`src/rtl/uart_pkg.sv`:
```
// Shared types and constants for the UART transmit scheduler.
//   state_e    : transmit FSM states
//   BAUD_DIV   : divider ratio for 50 MHz -> 9600 baud
//   DATA_W_DEF : default character width
//   FRAME_LEN  : bit periods in a default 8N1 frame
package uart_pkg;

  typedef enum logic [1:0] {
    ST_IDLE  = 2'd0,
    ST_START = 2'd1,
    ST_DATA  = 2'd2,
    ST_STOP  = 2'd3
  } state_e;

  localparam int unsigned BAUD_DIV   = 5208;
  localparam int unsigned DATA_W_DEF = 8;
  localparam int unsigned FRAME_LEN  = 1 + DATA_W_DEF + 1;

endpackage

```
`src/rtl/rr_arbiter.sv`:
```
// Combinational round-robin arbiter.
//   req_i   : request vector
//   ptr_i   : index of the highest-priority requester
//   grant_o : one-hot grant (all zero when no request)
//   idx_o   : index of the granted requester (0 when none)
//   any_o   : at least one request present
module rr_arbiter #(
  parameter  int unsigned NUM_REQ = 4,
  localparam int unsigned IDX_W   = $clog2(NUM_REQ)
) (
  input  logic [NUM_REQ-1:0] req_i,
  input  logic [IDX_W-1:0]   ptr_i,
  output logic [NUM_REQ-1:0] grant_o,
  output logic [IDX_W-1:0]   idx_o,
  output logic               any_o
);

  // Scan from ptr_i upwards with wrap; first requester found wins.
  always_comb begin
    int unsigned cand;
    logic [IDX_W-1:0] cand_idx;
    grant_o  = '0;
    idx_o    = '0;
    any_o    = 1'b0;
    cand     = 0;
    cand_idx = '0;
    for (int unsigned k = 0; k < NUM_REQ; k++) begin
      cand = 32'(ptr_i) + k;
      if (cand >= NUM_REQ) cand = cand - NUM_REQ;
      cand_idx = IDX_W'(cand);
      if (!any_o && req_i[cand_idx]) begin
        any_o             = 1'b1;
        idx_o             = cand_idx;
        grant_o[cand_idx] = 1'b1;
      end
    end
  end

endmodule

```
`src/rtl/uart_tx_sched.sv`:
```
// Round-robin scheduler sharing one UART transmit line among NUM_REQ byte
// sources; serializes the granted byte as 8N1/8N2, LSB first.
//   clk, rst  : clock, synchronous active-high reset
//   baud_tick : one-cycle pulse per bit period from the baud divider
//   baud_clr  : holds the divider at 0 while idle so bits align to the start bit
//   req_valid : per-requester byte available
//   req_data  : byte i at [i*DATA_W +: DATA_W]
//   req_ready : one-hot accept (combinational), only in IDLE
//   txd       : serial output, idle high
//   busy      : frame in progress
//   grant_id  : requester owning the current frame
module uart_tx_sched
  import uart_pkg::*;
#(
  parameter  int unsigned NUM_REQ   = 4,
  parameter  int unsigned DATA_W    = DATA_W_DEF,
  parameter  int unsigned STOP_BITS = 1,
  localparam int unsigned IDX_W     = $clog2(NUM_REQ),
  localparam int unsigned CNT_W     = $clog2(DATA_W + 1)
) (
  input  logic                      clk,
  input  logic                      rst,
  input  logic                      baud_tick,
  output logic                      baud_clr,
  input  logic [NUM_REQ-1:0]        req_valid,
  input  logic [NUM_REQ*DATA_W-1:0] req_data,
  output logic [NUM_REQ-1:0]        req_ready,
  output logic                      txd,
  output logic                      busy,
  output logic [IDX_W-1:0]          grant_id
);

  state_e              state_q, state_d;
  logic [DATA_W-1:0]   shift_q, shift_d;
  logic [CNT_W-1:0]    bit_cnt_q, bit_cnt_d;
  logic                stop_cnt_q, stop_cnt_d;
  logic [IDX_W-1:0]    ptr_q, ptr_d;
  logic [IDX_W-1:0]    grant_id_q, grant_id_d;
  logic                txd_q, txd_d;
  logic                busy_q, busy_d;
  logic                baud_clr_q, baud_clr_d;

  logic [NUM_REQ-1:0]  arb_grant;
  logic [IDX_W-1:0]    arb_idx;
  logic                arb_any;
  logic                xfer;
  logic [DATA_W-1:0]   sel_data;

  rr_arbiter #(.NUM_REQ(NUM_REQ)) u_arb (
    .req_i   (req_valid),
    .ptr_i   (ptr_q),
    .grant_o (arb_grant),
    .idx_o   (arb_idx),
    .any_o   (arb_any)
  );

  // Accept only in IDLE; reset suppresses any handshake.
  assign req_ready = (state_q == ST_IDLE && !rst) ? arb_grant : '0;
  assign xfer      = (state_q == ST_IDLE) && arb_any;
  assign sel_data  = req_data[32'(arb_idx) * DATA_W +: DATA_W];

  // Next-state logic; registered outputs are decoded from the next state so
  // they change on the same edge as the state register.
  always_comb begin
    state_d    = state_q;
    shift_d    = shift_q;
    bit_cnt_d  = bit_cnt_q;
    stop_cnt_d = stop_cnt_q;
    ptr_d      = ptr_q;
    grant_id_d = grant_id_q;

    unique case (state_q)
      ST_IDLE: begin
        if (xfer) begin
          shift_d    = sel_data;
          grant_id_d = arb_idx;
          ptr_d      = (arb_idx == IDX_W'(NUM_REQ - 1)) ? '0 : arb_idx + IDX_W'(1);
          state_d    = ST_START;
        end
      end
      ST_START: begin
        if (baud_tick) begin
          bit_cnt_d = '0;
          state_d   = ST_DATA;
        end
      end
      ST_DATA: begin
        if (baud_tick) begin
          shift_d = {1'b0, shift_q[DATA_W-1:1]};
          if (bit_cnt_q == CNT_W'(DATA_W - 1)) begin
            stop_cnt_d = 1'b0;
            state_d    = ST_STOP;
          end else begin
            bit_cnt_d = bit_cnt_q + CNT_W'(1);
          end
        end
      end
      ST_STOP: begin
        if (baud_tick) begin
          if (stop_cnt_q == 1'(STOP_BITS - 1)) state_d = ST_IDLE;
          else                                  stop_cnt_d = 1'b1;
        end
      end
      default: state_d = ST_IDLE;
    endcase

    unique case (state_d)
      ST_START: txd_d = 1'b0;
      ST_DATA:  txd_d = shift_d[0];
      default:  txd_d = 1'b1;
    endcase
    busy_d     = (state_d != ST_IDLE);
    baud_clr_d = (state_d == ST_IDLE);
  end

  // State and output registers.
  always_ff @(posedge clk) begin
    if (rst) begin
      state_q    <= ST_IDLE;
      shift_q    <= '0;
      bit_cnt_q  <= '0;
      stop_cnt_q <= 1'b0;
      ptr_q      <= '0;
      grant_id_q <= '0;
      txd_q      <= 1'b1;
      busy_q     <= 1'b0;
      baud_clr_q <= 1'b1;
    end else begin
      state_q    <= state_d;
      shift_q    <= shift_d;
      bit_cnt_q  <= bit_cnt_d;
      stop_cnt_q <= stop_cnt_d;
      ptr_q      <= ptr_d;
      grant_id_q <= grant_id_d;
      txd_q      <= txd_d;
      busy_q     <= busy_d;
      baud_clr_q <= baud_clr_d;
    end
  end

  assign txd      = txd_q;
  assign busy     = busy_q;
  assign baud_clr = baud_clr_q;
  assign grant_id = grant_id_q;

endmodule

```
`config.mk`:
```
export PLATFORM = sky130hd
export DESIGN_NAME = uart_tx_sched
export DESIGN_NICKNAME = d
export VERILOG_FILES = /design/src/rtl/uart_pkg.sv /design/src/rtl/rr_arbiter.sv /design/src/rtl/uart_tx_sched.sv
export SDC_FILE = /design/constraint.sdc
export NUM_CORES = 1
export LEC_CHECK = 0
export ABC_AREA = 1
export ABC_CLOCK_PERIOD_IN_PS = 3440
export CAP_MARGIN = 0
export CORE_MARGIN = 10
export CORE_UTILIZATION = 48
export DETAILED_ROUTE_END_ITERATION = 10
export PLACE_DENSITY = 0.8
export SLEW_MARGIN = 20
export SYNTH_ARGS = -nofsm -noshare
export SYNTH_HDL_FRONTEND = slang
export SYNTH_HIERARCHICAL = 1
export SYNTH_SLANG_ARGS = --single-unit
```
`constraint.sdc`:
```
create_clock -name clk -period 3.44 [get_ports clk]
set_input_delay 1.032 -clock clk [delete_from_list [all_inputs] [get_ports clk]]
set_output_delay 1.032 -clock clk [all_outputs]
set_load 0.01 [all_outputs]
```
==> out/results.txt, run 1 <==
Num CTS Buffers: 3
leakage power: 1.05 nW
unrepaired setup endpoints after global routing: no
Rows: 21
worst skew pair latency: 0.31 ns
Final ANT Viol Nets: 0
final WL: 4450 um
CTS Sinks: 21
Slew @ Worst Pin: 0.267 ns
Setup Crit Path Kind: input pin to output pin
CP max FO: 5
Fin. Hold Viols: 0
endpoints failing setup: 0
maximum clock frequency: 306 MHz
DP Area: 2290 sq um
initial DRC count: 127
global-route wire length before repair: 7730 um
Final Net Count: 377
dpl ws: -0.571 ns
Total Neg Setup Slack: 0 ns
CORE AREA: 3360 sq um
Synth cell types: 27
H-tree depth: 1
max_cap viols: 0
vias in the first global route: 1,855
Die W: 79.3 um
crit path time final: 3.27 ns
Die ar.: 6280 sq um
wire length per cell: 11.8 um
syn_area_per_cell: 6.34 sq um
Layout area overhead: 39.9%
most common cell after layout, fill and taps aside: nand2_1
design area: 2360 sq um
data required time of the worst path: 2.41 ns
hold crit path type: register to register
Slew Limit Fails: 0
CP endpoint kind: output pin
Seq/Total Area, Yosys: 24.9%
Max rail drop VDD: 0.573 mV
Clock Skew: 0.00777 ns
DRC violation count after routing: 0
Worst Path Arrival: 2.24 ns
Crit path largest cell delay: 0.24 ns
vias post-DR: 1,918
CTS tree: done
Reg clk slew, reported paths: 0.12 ns
final setup margin: 0.171 ns
total track usage: 14.6%
die span in y: 79.3 um
initial antenna violation count: 0
gpl congestion: 0.907
TritonRoute pass-1 iters: 4
period utilization: 95.0%
worst path cell trace: dlygate4sd2_1 -> nand2_1 -> nand2_1 -> nand2_1 -> nand2_2 -> nor2_4 -> nand4_1 -> nand3_1 -> inv_1 -> nor2_1 -> buf_2
#FFs+latches synth: 21
crit-path most repeated cell: nand2_1
top cells by area, synth: dfxtp_1 25%, nand2_1 12%, nor2_1 6.9%
share of layout cells above drive strength 1: 21.2%
largest net degree at the start of global routing: 17
initial core utilization: 50.1%
biggest area consumer among synthesized cells: dfxtp_1
fill cell count: 335
post-synthesis net count: 312
vias per cell: 5.10
Cells after Synth: 266
top cell type's share of synthesized area: 24.9%
fin cells: 376
most frequent cells in the layout: 50 x nand2_1, 39 x clkdlybuf4s50_1, 29 x nor2_1
PwrDens: 862 nW/um^2
# hold bufs at CTS: 0
GR Overflow Total: 0
I/O pin count: 48
placed insts: 368
HPWL after DPL: 3640 um
CTS max path bufs: 2
Slowest cell on crit path: dlygate4sd2_1
run status: finished clean
Yosys warning count: 6
max_slew headroom: 82.0%
clk root buf: clkbuf_4
diode count: 0
Final Util: 70.1%
Buffers on Ports: 47
crit start category: input pin
Post-Syn Area: 1690 sq um
==> metal layers <==
metal	global-route usage, %	vias up	part of all wire, %
met3	6.31	6	8.6
li1	-	999	-
met5	0	-	0
met1	14.9	843	41
met4	4.12	0	0.92
met2	26.4	70	49
==> cells in the mapped netlist (all sizes together) <==
library cell and instances:
nand2 63, nor2 41, inv 38, o21ai 31, nand3 24, dfxtp 21
a21oi 14, a31oi 7, ha 7, nand4 7, buf 6, a21boi 4
a211oi 1, clkbuf 1, o22ai 1
==> worst max-delay path: cells and delay by family <==
| family | cells | cell delay (ns) |
|---|---|---|
| simple gates | 8 | 0.78 |
| buf+inv | 3 | 0.41 |
==> metrics by stage <==
stage / total power, mW / hold WS [ns]
finish: 2.03 / 0.482
global route: 2.26 / 0.526
CTS: 2.03 / 0.483
detailed placement: 1.84 / 0.465
global placement: 1.81 / 0.463
floorplan: 1.41 / 0.444
==> what timing repair did <==
action                     CTS  global route
gates resized for setup     34             1
pin swaps                   10             0
cloned                       1             0
setup buffers                3             0
setup endpoints to repair    4             1
==> layout make-up <==
type	count	area, sq um	share of cell area, %
multi-input combinational	201	1120	47.4
timing repair buffer	66	592	25.1
sequential	21	420	17.8
inverter	38	143	6.05
tap	46	57.6	2.44
clock buffer	3	22.5	0.955
clock inverter	1	5.00	0.212
==> final timing paths <==
path,cells past startpoint,slack [ns],endpoint,startpoint
setup reg to reg,18,0.89,txd,ptr_q[1]
hold reg to reg,2,0.48,shift_q[7],shift_q[7]
hold / removal,2,0.48,shift_q[7],shift_q[7]
setup / recovery,11,0.17,req_ready[2],req_valid[0]
==> cells by family (layout without fill, tap and decap cells) <==
logic type,Yosys count,after routing,share of synthesized area [%]
flip-flops,21,21,24.9
AO/OA/AOI/OAI,58,58,19.5
AND/OR/NAND/NOR,135,136,39.3
buffers and inverters,45,108,11.1
adder cells (fa/ha/maj),7,7,5.20
==> state kept, by name (all words and copies together) (netlist names) <==
register,cells
bit_cnt_q,4
state_q,2
grant_id,2
ptr_q,2
shift_q,8
busy,1
baud_clr,1
txd,1
==> report_power, final <==
group / switching, mW / leakage [nW] / internal, mW / total, mW
Sequential: 0.0340 / 0.173 / 0.315 / 0.349
Combinational: 0.929 / 0.862 / 0.638 / 1.57
Clock: 0.0738 / 0.0177 / 0.0434 / 0.117
Note: power is estimated with default switching activity, not from simulation.
==> inputs of run 2 (changes only) <==
- CAP_MARGIN: 0 -> default
==> results of run 2 <==
Same layout as run 1: the final DEF is identical, and so are final timing and power.
==> inputs of run 3 (changes only) <==
- ABC_AREA: 1 -> default
- ABC_CLOCK_PERIOD_IN_PS: 3440 -> 3500
- CORE_UTILIZATION: 48 -> 47
- CTS_CLUSTER_SIZE: default -> 28
- clock period: 3.44 -> 3.5 ns (I/O delays scaled with it)
==> run 3 against run 2 <==
  * The flow now finishes with violations (negative setup slack)
  * Register-to-register slack worse by 0.37 ns
  * Clock power about the same
  * Total power down 26%
  * Hold slack worse by 0.0023 ns
  * Synthesized cell count down 37%
  * Combinational power down 35%
  * Utilization up 2.2 points
  * Die area down 4.4%
  * Sequential share of layout area up 0.92 points
==> out/results.txt, run 3 <==
CTS max path bufs: 2
R2R Path Start: ptr_q[1]
clock power share: 7.9%
#FFs+latches synth: 21
compound-cell area share of the yosys netlist: 20.1%
syn_area_per_cell: 9.25 sq um
final WL: 4500 um
diode count: 0
CTS Sinks: 21
Hold Path Depth: 2
worst path cell trace: buf_8 -> mux4_2 -> nor4b_4 -> buf_4 -> buf_6 -> a22oi_2 -> o21ai_1 -> and2_1 -> buf_2
global-route wire length before repair: 7320 um
data required time of the worst path: 2.45 ns
switching part of the total: 39.5%
Slew Limit Fails: 0
initial core utilization: 50.1%
Crit path largest cell delay: 0.51 ns
Fin. Hold Viols: 0
EDFF count, synth: 0
Rows: 20
Reg area: 420 sq um
Power, Total: 1.51 mW
HPWL after DPL: 3590 um
die span in y: 77.5 um
Final ANT Viol Nets: 0
wire length per cell: 16.5 um
vias in the first global route: 1,514
dpl ws: -0.963 ns
xor/xnor share of the synthesized area: 2.25%
maximum clock frequency: 272 MHz
endpoints failing setup: 4
area of the multi-input gates: 1060 sq um
placed insts: 264
share of layout cells above drive strength 1: 23.1%
Total Neg Setup Slack: -0.490 ns
total track usage: 14.6%
crit path time final: 3.67 ns
Reg with most FFs: shift_q
count leader, synth: dfxtp_1
CTS tree: done
asr flop ratio synth: 0%
GR Overflow Total: 0
Seq pwr share: 24.7%
fin cells: 273
period utilization: 105%
Slew @ Worst Pin: 0.478 ns
biggest area consumer among synthesized cells: dfxtp_1
post-synthesis net count: 214
Top Registers: shift_q (8), bit_cnt_q (4)
min-delay src: grant_id[0]
run status: complete, but fails checks
design area: 2240 sq um
hold crit path type: register to register
Worst Path Buf+Inv: 4
initial antenna violation count: 0
H-tree depth: 1
Seq/Total Area, Yosys: 27.1%
ys flop type: dfxtp_1
largest family of logic cells by synthesized area: compound AO/OA/AOI/OAI gates
most common cell after layout, fill and taps aside: clkdlybuf4s50_1
Die ar.: 6010 sq um
top cell type's share of synthesized area: 27.1%
Buffers on Ports: 47
switching pwr: 0.596 mW
Worst path top cell family by delay: multiplexers
R2R Path End: shift_q[7]
Num CTS Buffers: 3
Simple-Gate Fraction of Synth Area: 19.2%
Post-Syn Area: 1550 sq um
Yosys warning count: 6
adder-cell area share of the yosys netlist: 5.64%
Worst Path Arrival: 2.62 ns
CP endpoint kind: output pin
Synth top cells by count: 21 x dfxtp_1, 17 x nand2_1, 14 x a22oi_1
clk root buf: clkbuf_4
Worst Reg-to-Reg Cells: 13
Reg clk slew, reported paths: 0.12 ns
Final Util: 72.3%
Final Net Count: 276
Cells after Synth: 168
r2r setup slk: 0.52 ns
Die W: 77.5 um
Hold WS: 0.480 ns
Slowest cell on crit path: mux4_2
failing checks: negative setup slack
WHS Endpoint: grant_id[0]
max_slew headroom: 68.1%
DRC violation count after routing: 0
vias post-DR: 1,560
vias per cell: 5.71
PwrDens: 673 nW/um^2
# hold bufs at CTS: 0
combinational power share: 67.4%
DP Area: 2170 sq um
initial DRC count: 108
Synth cell types: 44
max_cap viols: 0
Clock Skew: 0.00233 ns
CP max FO: 6
largest net degree at the start of global routing: 20
Max rail drop VDD: 0.447 mV
worst skew pair latency: 0.31 ns
Worst setup startpoint: req_valid[3]
mux share of post-synthesis cell area: 19.9%
final setup margin: -0.174 ns
crit start category: input pin
Layout area overhead: 44.3%
gpl congestion: 0.818
I/O pin count: 48
CORE AREA: 3100 sq um
most frequent cells in the layout: 39 x clkdlybuf4s50_1, 21 x dfxtp_1, 18 x buf_4
unrepaired setup endpoints after global routing: yes
Pint: 0.913 mW
TritonRoute pass-1 iters: 4
Setup Crit Path Kind: input pin to output pin
leakage power: 0.863 nW
max reg flops: 8
fill cell count: 255
top cells by area, synth: dfxtp_1 27%, mux4_2 14%, a22oi_1 6.8%
[run 3: cell families after synthesis]
logic type | count (synthesis)
and+or+nand+nor | 56
xor gates and xnor gates | 4
buffers and inverters | 18
DFF | 21
muxes | 15
adders and majority gates | 7
AOI/OAI and AO/OA | 47
[run 3: what timing repair did]
item                                    in CTS  in global routing
endpoints found under the setup margin       4                  4
buffers inserted                             5                  1
gates resized for setup                     48                  5
pin swaps                                    3                  5
[run 3: per-layer routing]
metal / track usage [%] / routed length (um) / vias to the layer above / share of wire (%)
li1: - / - / 757 / -
met1: 16.6 / 1820 / 748 / 41
met2: 25.7 / 2360 / 42 / 52
met3: 3.00 / 178 / 13 / 4.0
met4: 6.57 / 137 / 0 / 3.0
met5: 0 / 0 / - / 0
[run 3: final cells by class]
class	instances	share of cell area, %
multi-input cells	129	47.1
inverters	6	1.00
clock inverters	1	0.223
flip-flops and latches	21	18.7
well taps	44	2.46
clock buffers	3	1.00
repair buffers	69	29.5
[run 3: worst register-to-register path, cell delays in order (launching register included)]
cell,delay [ns]
dfxtp_1,0.39
inv_1,0.11
ha_1,0.36
mux4_2,0.38
nor4b_4,0.29
buf_4,0.17
buf_6,0.10
buf_4,0.09
nor2_1,0.04
a32o_1,0.29
buf_12,0.16
mux4_2,0.29
a21oi_1,0.17
nor2_1,0.06
[run 3: worst max-delay path by stage]
stage,to,cells past startpoint
finish,req_ready[0],9
global route,req_ready[0],9
CTS,req_ready[0],9
detailed placement,req_ready[3],7
global placement,req_ready[1],7
floorplan,req_ready[0],6
[run 3: power by group through the flow]
stage | clock network [mW] | logic, mW | registers [mW]
2_1_floorplan | 0 | 0.615 | 0.372
3_3_place_gp | 0 | 0.920 | 0.375
3_5_place_dp | 0 | 0.963 | 0.379
4_1_cts | 0.121 | 0.996 | 0.373
5_1_grt | 0.131 | 1.10 | 0.385
6_report | 0.119 | 1.02 | 0.373
